$ cat src/rtl/lc3_pkg.sv
// LC-3 decode shared types: opcodes, execute control word, selector codes.
// Imported by the decode interface, control decoder and decode stage.
package lc3_pkg;

   localparam int DW   = 16;
   localparam int EC_W = 6;
   localparam int WC_W = 2;

   typedef enum logic [3:0] {
      OP_BR   = 4'b0000,
      OP_ADD  = 4'b0001,
      OP_LD   = 4'b0010,
      OP_ST   = 4'b0011,
      OP_JSR  = 4'b0100,
      OP_AND  = 4'b0101,
      OP_LDR  = 4'b0110,
      OP_STR  = 4'b0111,
      OP_RTI  = 4'b1000,
      OP_NOT  = 4'b1001,
      OP_LDI  = 4'b1010,
      OP_STI  = 4'b1011,
      OP_JMP  = 4'b1100,
      OP_RES  = 4'b1101,
      OP_LEA  = 4'b1110,
      OP_TRAP = 4'b1111
   } opcode_e;

   typedef struct packed {
      logic [1:0] alu;
      logic [1:0] pcsel1;
      logic       pcsel2;
      logic       op2;
   } e_control_t;

   localparam logic [1:0] ALU_ADD = 2'b00;
   localparam logic [1:0] ALU_AND = 2'b01;
   localparam logic [1:0] ALU_NOT = 2'b10;

   localparam logic [1:0] PCSEL1_OFF11 = 2'b00;
   localparam logic [1:0] PCSEL1_OFF9  = 2'b01;
   localparam logic [1:0] PCSEL1_OFF6  = 2'b10;
   localparam logic [1:0] PCSEL1_ZERO  = 2'b11;

   localparam logic [WC_W-1:0] WC_ALU = 2'd0;
   localparam logic [WC_W-1:0] WC_MEM = 2'd1;
   localparam logic [WC_W-1:0] WC_PC  = 2'd2;

endpackage

$ cat src/rtl/lc3_decode_if.sv
// decode_in bus from fetch/controller plus the registered decode outputs.
// master drives fetch-side inputs; slave is the decode stage.
interface lc3_decode_if;
   import lc3_pkg::*;

   logic            en_decode;
   logic [DW-1:0]   instr_dout;
   logic [DW-1:0]   npc_in;
   logic [2:0]      psr;

   logic [DW-1:0]   IR;
   logic [DW-1:0]   npc_out;
   logic [2:0]      psr_out;
   logic [EC_W-1:0] E_Control;
   logic [WC_W-1:0] W_Control;
   logic            Mem_Control;
   logic            illegal_op;
   logic            dec_valid;

   modport master (
      output en_decode, instr_dout, npc_in, psr,
      input  IR, npc_out, psr_out, E_Control, W_Control,
      input  Mem_Control, illegal_op, dec_valid
   );

   modport slave (
      input  en_decode, instr_dout, npc_in, psr,
      output IR, npc_out, psr_out, E_Control, W_Control,
      output Mem_Control, illegal_op, dec_valid
   );

endinterface

$ cat src/rtl/lc3_decode_ctrl.sv
// Combinational opcode decoder producing execute/writeback/memory controls.
// Any opcode the datapath cannot run yields zero controls and illegal=1.
module lc3_decode_ctrl
   import lc3_pkg::*;
(
   input  opcode_e         op,
   input  logic            instr5,
   output e_control_t      e_ctrl,
   output logic [WC_W-1:0] w_ctrl,
   output logic            mem_ctrl,
   output logic            illegal
);

   always_comb begin
      e_ctrl   = '0;
      w_ctrl   = WC_ALU;
      mem_ctrl = 1'b0;
      illegal  = 1'b0;
      case (op)
         OP_ADD: begin
            e_ctrl.alu = ALU_ADD;
            e_ctrl.op2 = ~instr5;
         end
         OP_AND: begin
            e_ctrl.alu = ALU_AND;
            e_ctrl.op2 = ~instr5;
         end
         OP_NOT: e_ctrl.alu = ALU_NOT;
         OP_BR: begin
            e_ctrl.pcsel1 = PCSEL1_OFF9;
            e_ctrl.pcsel2 = 1'b1;
         end
         OP_JMP: e_ctrl.pcsel1 = PCSEL1_ZERO;
         OP_LD, OP_LDI: begin
            e_ctrl.pcsel1 = PCSEL1_OFF9;
            e_ctrl.pcsel2 = 1'b1;
            w_ctrl        = WC_MEM;
            mem_ctrl      = (op == OP_LDI);
         end
         OP_LDR: begin
            e_ctrl.pcsel1 = PCSEL1_OFF6;
            w_ctrl        = WC_MEM;
         end
         OP_ST, OP_STI: begin
            e_ctrl.pcsel1 = PCSEL1_OFF9;
            e_ctrl.pcsel2 = 1'b1;
            mem_ctrl      = (op == OP_STI);
         end
         OP_STR: e_ctrl.pcsel1 = PCSEL1_OFF6;
         OP_LEA: begin
            e_ctrl.pcsel1 = PCSEL1_OFF9;
            e_ctrl.pcsel2 = 1'b1;
            w_ctrl        = WC_PC;
         end
         default: illegal = 1'b1;
      endcase
   end

endmodule

$ cat src/rtl/lc3_decode.sv
// LC-3 decode stage: captures instruction/NPC/PSR on en_decode and
// registers the derived control words; dec_valid marks each capture.
module lc3_decode
   import lc3_pkg::*;
(
   input  logic         clock,
   input  logic         reset,
   lc3_decode_if.slave  dec_if
);

   logic [DW-1:0]   ir_q, ir_d;
   logic [DW-1:0]   npc_q, npc_d;
   logic [2:0]      psr_q, psr_d;
   e_control_t      e_q, e_d;
   logic [WC_W-1:0] w_q, w_d;
   logic            mem_q, mem_d;
   logic            ill_q, ill_d;
   logic            valid_q, valid_d;

   e_control_t      e_c;
   logic [WC_W-1:0] w_c;
   logic            mem_c;
   logic            ill_c;

   lc3_decode_ctrl u_ctrl (
      .op       (opcode_e'(dec_if.instr_dout[15:12])),
      .instr5   (dec_if.instr_dout[5]),
      .e_ctrl   (e_c),
      .w_ctrl   (w_c),
      .mem_ctrl (mem_c),
      .illegal  (ill_c)
   );

   always_comb begin
      ir_d    = ir_q;
      npc_d   = npc_q;
      psr_d   = psr_q;
      e_d     = e_q;
      w_d     = w_q;
      mem_d   = mem_q;
      ill_d   = ill_q;
      valid_d = dec_if.en_decode;
      if (dec_if.en_decode) begin
         ir_d  = dec_if.instr_dout;
         npc_d = dec_if.npc_in;
         psr_d = dec_if.psr;
         e_d   = e_c;
         w_d   = w_c;
         mem_d = mem_c;
         ill_d = ill_c;
      end
   end

   always_ff @(posedge clock) begin
      if (reset) begin
         ir_q    <= '0;
         npc_q   <= '0;
         psr_q   <= '0;
         e_q     <= '0;
         w_q     <= '0;
         mem_q   <= 1'b0;
         ill_q   <= 1'b0;
         valid_q <= 1'b0;
      end else begin
         ir_q    <= ir_d;
         npc_q   <= npc_d;
         psr_q   <= psr_d;
         e_q     <= e_d;
         w_q     <= w_d;
         mem_q   <= mem_d;
         ill_q   <= ill_d;
         valid_q <= valid_d;
      end
   end

   assign dec_if.IR          = ir_q;
   assign dec_if.npc_out     = npc_q;
   assign dec_if.psr_out     = psr_q;
   assign dec_if.E_Control   = e_q;
   assign dec_if.W_Control   = w_q;
   assign dec_if.Mem_Control = mem_q;
   assign dec_if.illegal_op  = ill_q;
   assign dec_if.dec_valid   = valid_q;

endmodule

$ cat src/flat_wrapper.sv
// flat-port wrapper written by rule: the top's interface ports become plain ports
module lc3_decode_flat import lc3_pkg::*;
  (clock, reset, dec_if_en_decode, dec_if_instr_dout, dec_if_npc_in, dec_if_psr, dec_if_IR, dec_if_npc_out, dec_if_psr_out, dec_if_E_Control, dec_if_W_Control, dec_if_Mem_Control, dec_if_illegal_op, dec_if_dec_valid);
  lc3_decode_if dec_if_i ();
  input  logic clock;
  input  logic reset;
  input wire logic [$bits(dec_if_i.en_decode)-1:0] dec_if_en_decode;
  input wire logic [$bits(dec_if_i.instr_dout)-1:0] dec_if_instr_dout;
  input wire logic [$bits(dec_if_i.npc_in)-1:0] dec_if_npc_in;
  input wire logic [$bits(dec_if_i.psr)-1:0] dec_if_psr;
  output wire logic [$bits(dec_if_i.IR)-1:0] dec_if_IR;
  output wire logic [$bits(dec_if_i.npc_out)-1:0] dec_if_npc_out;
  output wire logic [$bits(dec_if_i.psr_out)-1:0] dec_if_psr_out;
  output wire logic [$bits(dec_if_i.E_Control)-1:0] dec_if_E_Control;
  output wire logic [$bits(dec_if_i.W_Control)-1:0] dec_if_W_Control;
  output wire logic [$bits(dec_if_i.Mem_Control)-1:0] dec_if_Mem_Control;
  output wire logic [$bits(dec_if_i.illegal_op)-1:0] dec_if_illegal_op;
  output wire logic [$bits(dec_if_i.dec_valid)-1:0] dec_if_dec_valid;
  assign dec_if_i.en_decode = dec_if_en_decode;
  assign dec_if_i.instr_dout = dec_if_instr_dout;
  assign dec_if_i.npc_in = dec_if_npc_in;
  assign dec_if_i.psr = dec_if_psr;
  assign dec_if_IR = dec_if_i.IR;
  assign dec_if_npc_out = dec_if_i.npc_out;
  assign dec_if_psr_out = dec_if_i.psr_out;
  assign dec_if_E_Control = dec_if_i.E_Control;
  assign dec_if_W_Control = dec_if_i.W_Control;
  assign dec_if_Mem_Control = dec_if_i.Mem_Control;
  assign dec_if_illegal_op = dec_if_i.illegal_op;
  assign dec_if_dec_valid = dec_if_i.dec_valid;
  lc3_decode u_core (.clock(clock), .reset(reset), .dec_if(dec_if_i));
endmodule
$ cat config.mk
export PLATFORM = sky130hd
export DESIGN_NAME = lc3_decode_flat
export DESIGN_NICKNAME = d
export VERILOG_FILES = /design/src/rtl/lc3_pkg.sv /design/src/rtl/lc3_decode_if.sv /design/src/rtl/lc3_decode_ctrl.sv /design/src/rtl/lc3_decode.sv /design/src/flat_wrapper.sv
export SDC_FILE = /design/constraint.sdc
export NUM_CORES = 1
export LEC_CHECK = 0
export BUFFER_PORTS_ARGS = -buffer_cell sky130_fd_sc_hd__buf_2
export CORE_MARGIN = 10
export CORE_UTILIZATION = 40
export CTS_CLUSTER_DIAMETER = 30
export DETAILED_ROUTE_END_ITERATION = 12
export PLACE_DENSITY_LB_ADDON = 0.25
export RECOVER_POWER = 100
export SKIP_CTS_REPAIR_TIMING = 1
export SYNTH_ARGS = -nofsm -noshare
export SYNTH_HDL_FRONTEND = slang
export SYNTH_SLANG_ARGS = --single-unit
$ cat constraint.sdc
create_clock -name clock -period 1.2 [get_ports clock]
set_input_delay 0.06 -clock clock [delete_from_list [all_inputs] [get_ports clock]]
set_output_delay 0.06 -clock clock [all_outputs]
set_load 0.05 [all_outputs]
-- Word level (Yosys, flattened, before mapping)
Cells that the tools add are included.
- output and inout bits: 46
- logic and storage cells: 38
- bits of input ports: 38
- register bits: 46
- reductions and logical operators: 8
- equality and inequality tests: 11
- muxes and demuxes: 7
- bitwise gates (word level): 1
- operators by type and width (kind ; number):
    equality test 4 bit, second input constant ; 5
    equality test 4 x 3 -> 1 bit, second input constant ; 3
    OR reduction 12 bit ; 1
    equality test 4 x 2 -> 1 bit, second input constant ; 2
    one-hot mux 2 bit (2 select lines) ; 2
    OR reduction 2 bit ; 4
    one-hot mux 2 bit (3 select lines) ; 1
    OR reduction 6 bit ; 1
    equality test 4 x 1 -> 1 bit, second input constant ; 1
    zero test 4 bit ; 1
    2-to-1 mux 1 bit ; 3
    OR reduction 3 bit ; 1
    one-hot mux 1 bit (2 select lines) ; 1
    NOT 1 bit ; 1

-- Logic depth before layout (Yosys ltp)
- depth in word-level cells: 3
- gate-level depth with buffers: 4
- gate-level depth less buffers: 3

-- Modules after synthesis
From an unflattened synthesis, not the netlist that was laid out.
- cells, all modules: 170
- area total of the unflattened synthesis: 1805.5 sq um
- modules (own cells, without submodules) (module ; cells an instance ; seq. area each (sq um) ; instances ; area an instance (sq um)):
    lc3_decode ; 147 ; 920.9 ; 1 ; 1659.1
    lc3_decode_ctrl ; 23 ; 0.0 ; 1 ; 146.4

-- Worst setup path before layout
OpenSTA, ideal clock, no wires.
- path type: flip-flop to flip-flop
- start: register u_core.dec_if.E_Control[3] (netlist name)
- end: register u_core.e_q (netlist bit u_core.dec_if.E_Control[3])
- arrival time: 928 ps
- data required time: 1114 ps
- stages on the path, launching flop included: 3
- slack: 187 ps
- path buffers: 0
- clock period less this slack: 1013 ps
- setup time: 86 ps
- cells stage by stage: dfxtp_1 -> mux2i_1 -> a211oi_1
- RTL lines (what ; line ; RTL):
    end signal, assigned ; lc3_decode.sv:59 ; e_q <= '0;
    end signal, assigned ; lc3_decode.sv:68 ; e_q <= e_d;
    end, declared ; lc3_decode.sv:14 ; e_control_t e_q, e_d;

-- Worst setup path after layout
- start: register u_core.ir_q[15], in the netlist u_core.dec_if.IR[15]
- end: output port dec_if_IR[15]
- RTL lines (what ; line ; RTL):
    start, declared ; lc3_decode.sv:11 ; logic [DW-1:0] ir_q, ir_d;
    start signal, assigned ; lc3_decode.sv:65 ; ir_q <= ir_d;
    end, declared ; flat_wrapper.sv:11 ; output wire logic [$bits(dec_if_i.IR)-1:0] dec_if_IR;
No word-level cell between the ends.

==> results.toml <==
[detailed_routing]
first_pass_iters = 4
totalWireLength_um = 4290
drt-initial-drc-count = 39
ant_nets = 0
drc = 0
via_per_inst = 4.72
vias = 1436
wl_per_cell_um = 14.1

[min_path]
hold_path.startpoint = "dec_if_instr_dout[6]"
holdCritPathClass = "primary input to flop"
hold_depth = 3
min_to = "u_core.dec_if.IR[6]$_SDFFE_PP0P_"

[place]
pre_cts_ws_ns = 0.0802
place.gp.congestion = 0.713
place_hpwl_um = 3320
place.port_buffers = 83

[worst_setup_path]
critical_path_class = "flop to primary output"
cp_max_fo = 2
reg2regPathDepth = 2
max_stage_delay_ns = 0.34
critPathSlowestCell = "dfxtp_1"
cp_num_cells = 1
critical_path_arrival_ns = 0.93
r2r-end = "u_core.dec_if.illegal_op$_SDFFE_PP0P_"
critPathRequiredTime_ns = 1.14
startpoint_type = "flop"
crit_family = "flip-flops"
path_buf_inv = 1
worstPathCellList = "clkbuf_2"
rr_startpoint = "u_core.dec_if.illegal_op$_SDFFE_PP0P_"
cp-end-kind = "primary output"
rrSetupSlack_ns = 0.48

[timing]
rsz0062_at_grt = "no"
worst_slew_pin_slew_ns = 0.453
slew_headroom_pct = 69.8
setup_tns_ns = 0
worst_slack_ns = 0.210
finClkSkew_ns = 0
fmax_mhz = 1010
final.min_clock_period_ns = 0.990
finalCritPeriodShare_pct = 82.5
finalSetupViolations = 0
fin_hold_ws_ns = -0.000143
final_hold_viol_count = 1
slew_viol_final = 0

[power]
power.leakage_nw = 1.17
vdd_ir_drop_max_uv = 772
powerDensity_nw_per_um2 = 1420

[yosys]
syn_nets = 209
synthTopCellsByCount = "dfxtp_1, nor2_1, mux2i_1"
yosysUniqueCellTypes = 23
synthFlopType = "dfxtp_1"
netlist.area_leader.share_pct = 53.0
ys_ff_latch = 46
syn-mean-instance-area_um2 = 10.2
async_flop_share_pct = 0
yosys-top-cells-area = "dfxtp_1, mux2i_1, nor2_1, buf_2, nand2b_1"
yosysMostFrequentCell = "dfxtp_1"
yosys.area.top_type = "dfxtp_1"
yosys_warnings = 0
syn_area_um2 = 1740
ys_seq_area_share_pct = 53.0
synth_edf_count = 0
syn_inst = 171

[clock_tree]
clockBufferDepth = 2
path_clk_slew_ns = 0.08
cts_made_buffers = 5
htree_num_levels = 2
clock-root-buffer = "clkbuf_8"
cts_tree = "done"
clk_latency_ns = 0.29
numClockSinks = 46

[global_route]
grt_overflow = 0
grt_usage_pct = 11.6
grt-busiest-layer = "met2"
antenna_found_initial = 0
use_met1_pct = 12.9
gr-usage-met3_pct = 7.28
grt_pass1_vias = 1459
grt_pass1_wl_um = 7070
grt_use_met2_pct = 17.9
grt_max_degree = 36

[die]
die_area_um2 = 7380
start_util_pct = 42.5
num_rows = 23
die_h_um = 85.9
die_w_um = 85.9
core_um2 = 4090
io_pins = 84

[job]
cap_violations = 0

[layout]
syn2layout_area_growth_pct = 33.6
diodes = 0
drive_above_1_share_pct = 37.8
finalNetCount = 291

[run_status]
violations = "hold timing"
status = "finished, violations left"
-- logic make-up after synthesis --
logic type | Yosys count | synth area share (%)
muxes | 38 | 21.9
buffers and inverters | 15 | 4.11
DFF | 46 | 53.0
and+or+nand+nor | 60 | 16.4
AOI/OAI and AO/OA | 12 | 4.61
-- final cells by class --
type                       count  area, um^2
clock buffer                   7        86.3
fill                         367        1770
timing repair buffer          90         500
sequential                    46         921
tap                           50        62.6
multi-input combinational    110         744
clock inverter                 1        5.00
-- worst max path at each step --
stage	startpoint	slack [ns]	end
after global routing	u_core.dec_if.psr_out[0]$_SDFFE_PP0P_	0.15	dec_if_psr_out[0]
after global placement	dec_if_instr_dout[15]	0.16	u_core.dec_if.illegal_op$_SDFFE_PP0P_
after floorplan	u_core.dec_if.E_Control[3]$_SDFFE_PP0P_	0.19	u_core.dec_if.E_Control[3]$_SDFFE_PP0P_
final	u_core.dec_if.IR[15]$_SDFFE_PP0P_	0.21	dec_if_IR[15]
after detailed placement	dec_if_instr_dout[15]	0.08	u_core.dec_if.illegal_op$_SDFFE_PP0P_
after CTS	u_core.dec_if.IR[15]$_SDFFE_PP0P_	0.20	dec_if_IR[15]
-- sequential cells by signal, summed over array words and instances, names as in the netlist --
name and flops:
u_core.dec_if.illegal_op 1, u_core.dec_if.IR 16, u_core.dec_if.npc_out 16, u_core.dec_if.Mem_Control 1, u_core.dec_if.dec_valid 1, u_core.dec_if.psr_out 3
u_core.dec_if.E_Control 6, u_core.dec_if.W_Control 2
-- placed cells by master (no fill, tap or decap), types with 2 or more instances in the layout --
master    netlist  routed
a311oi_1        3       3
clkbuf_2        0      46
buf_2           9      36
mux2i_1        38      38
clkbuf_8        0       6
a21oi_1         5       5
nand2b_1        6       6
nand4b_1        2       2
nor2_1         41      41
dfxtp_1        46      46
clkbuf_1        5       3
buf_12          0       3
buf_4           1       3
a21o_1          2       2
nand2_1         2       2
-- metal layers --
layer	part of all wire (%)	up-vias
met5	0	-
met4	0.35	0
met3	11	2
met2	47	49
met1	42	643
li1	-	742
-- stage by stage --
stage          hold slack (ns)  total power (W)  std cells  area [um^2]  utilization (%)
3_3_place_gp             0.291          0.00238        296         2230             54.7
4_1_cts                -0.0152          0.00335        304         2320             56.9
5_1_grt                0.00435          0.00345        304         2320             56.8
2_1_floorplan            0.207          0.00218        171         1740                -
6_report             -0.000143          0.00329        304         2320             56.8
3_5_place_dp             0.303          0.00239        296         2230             54.7
-- power breakdown --
group          switching [W]  internal [W]
clock               0.000477      0.000465
combinational       0.000480      0.000215
sequential         0.0000398       0.00161
total               0.000996       0.00229
Note: power is estimated with default switching activity, not from simulation.
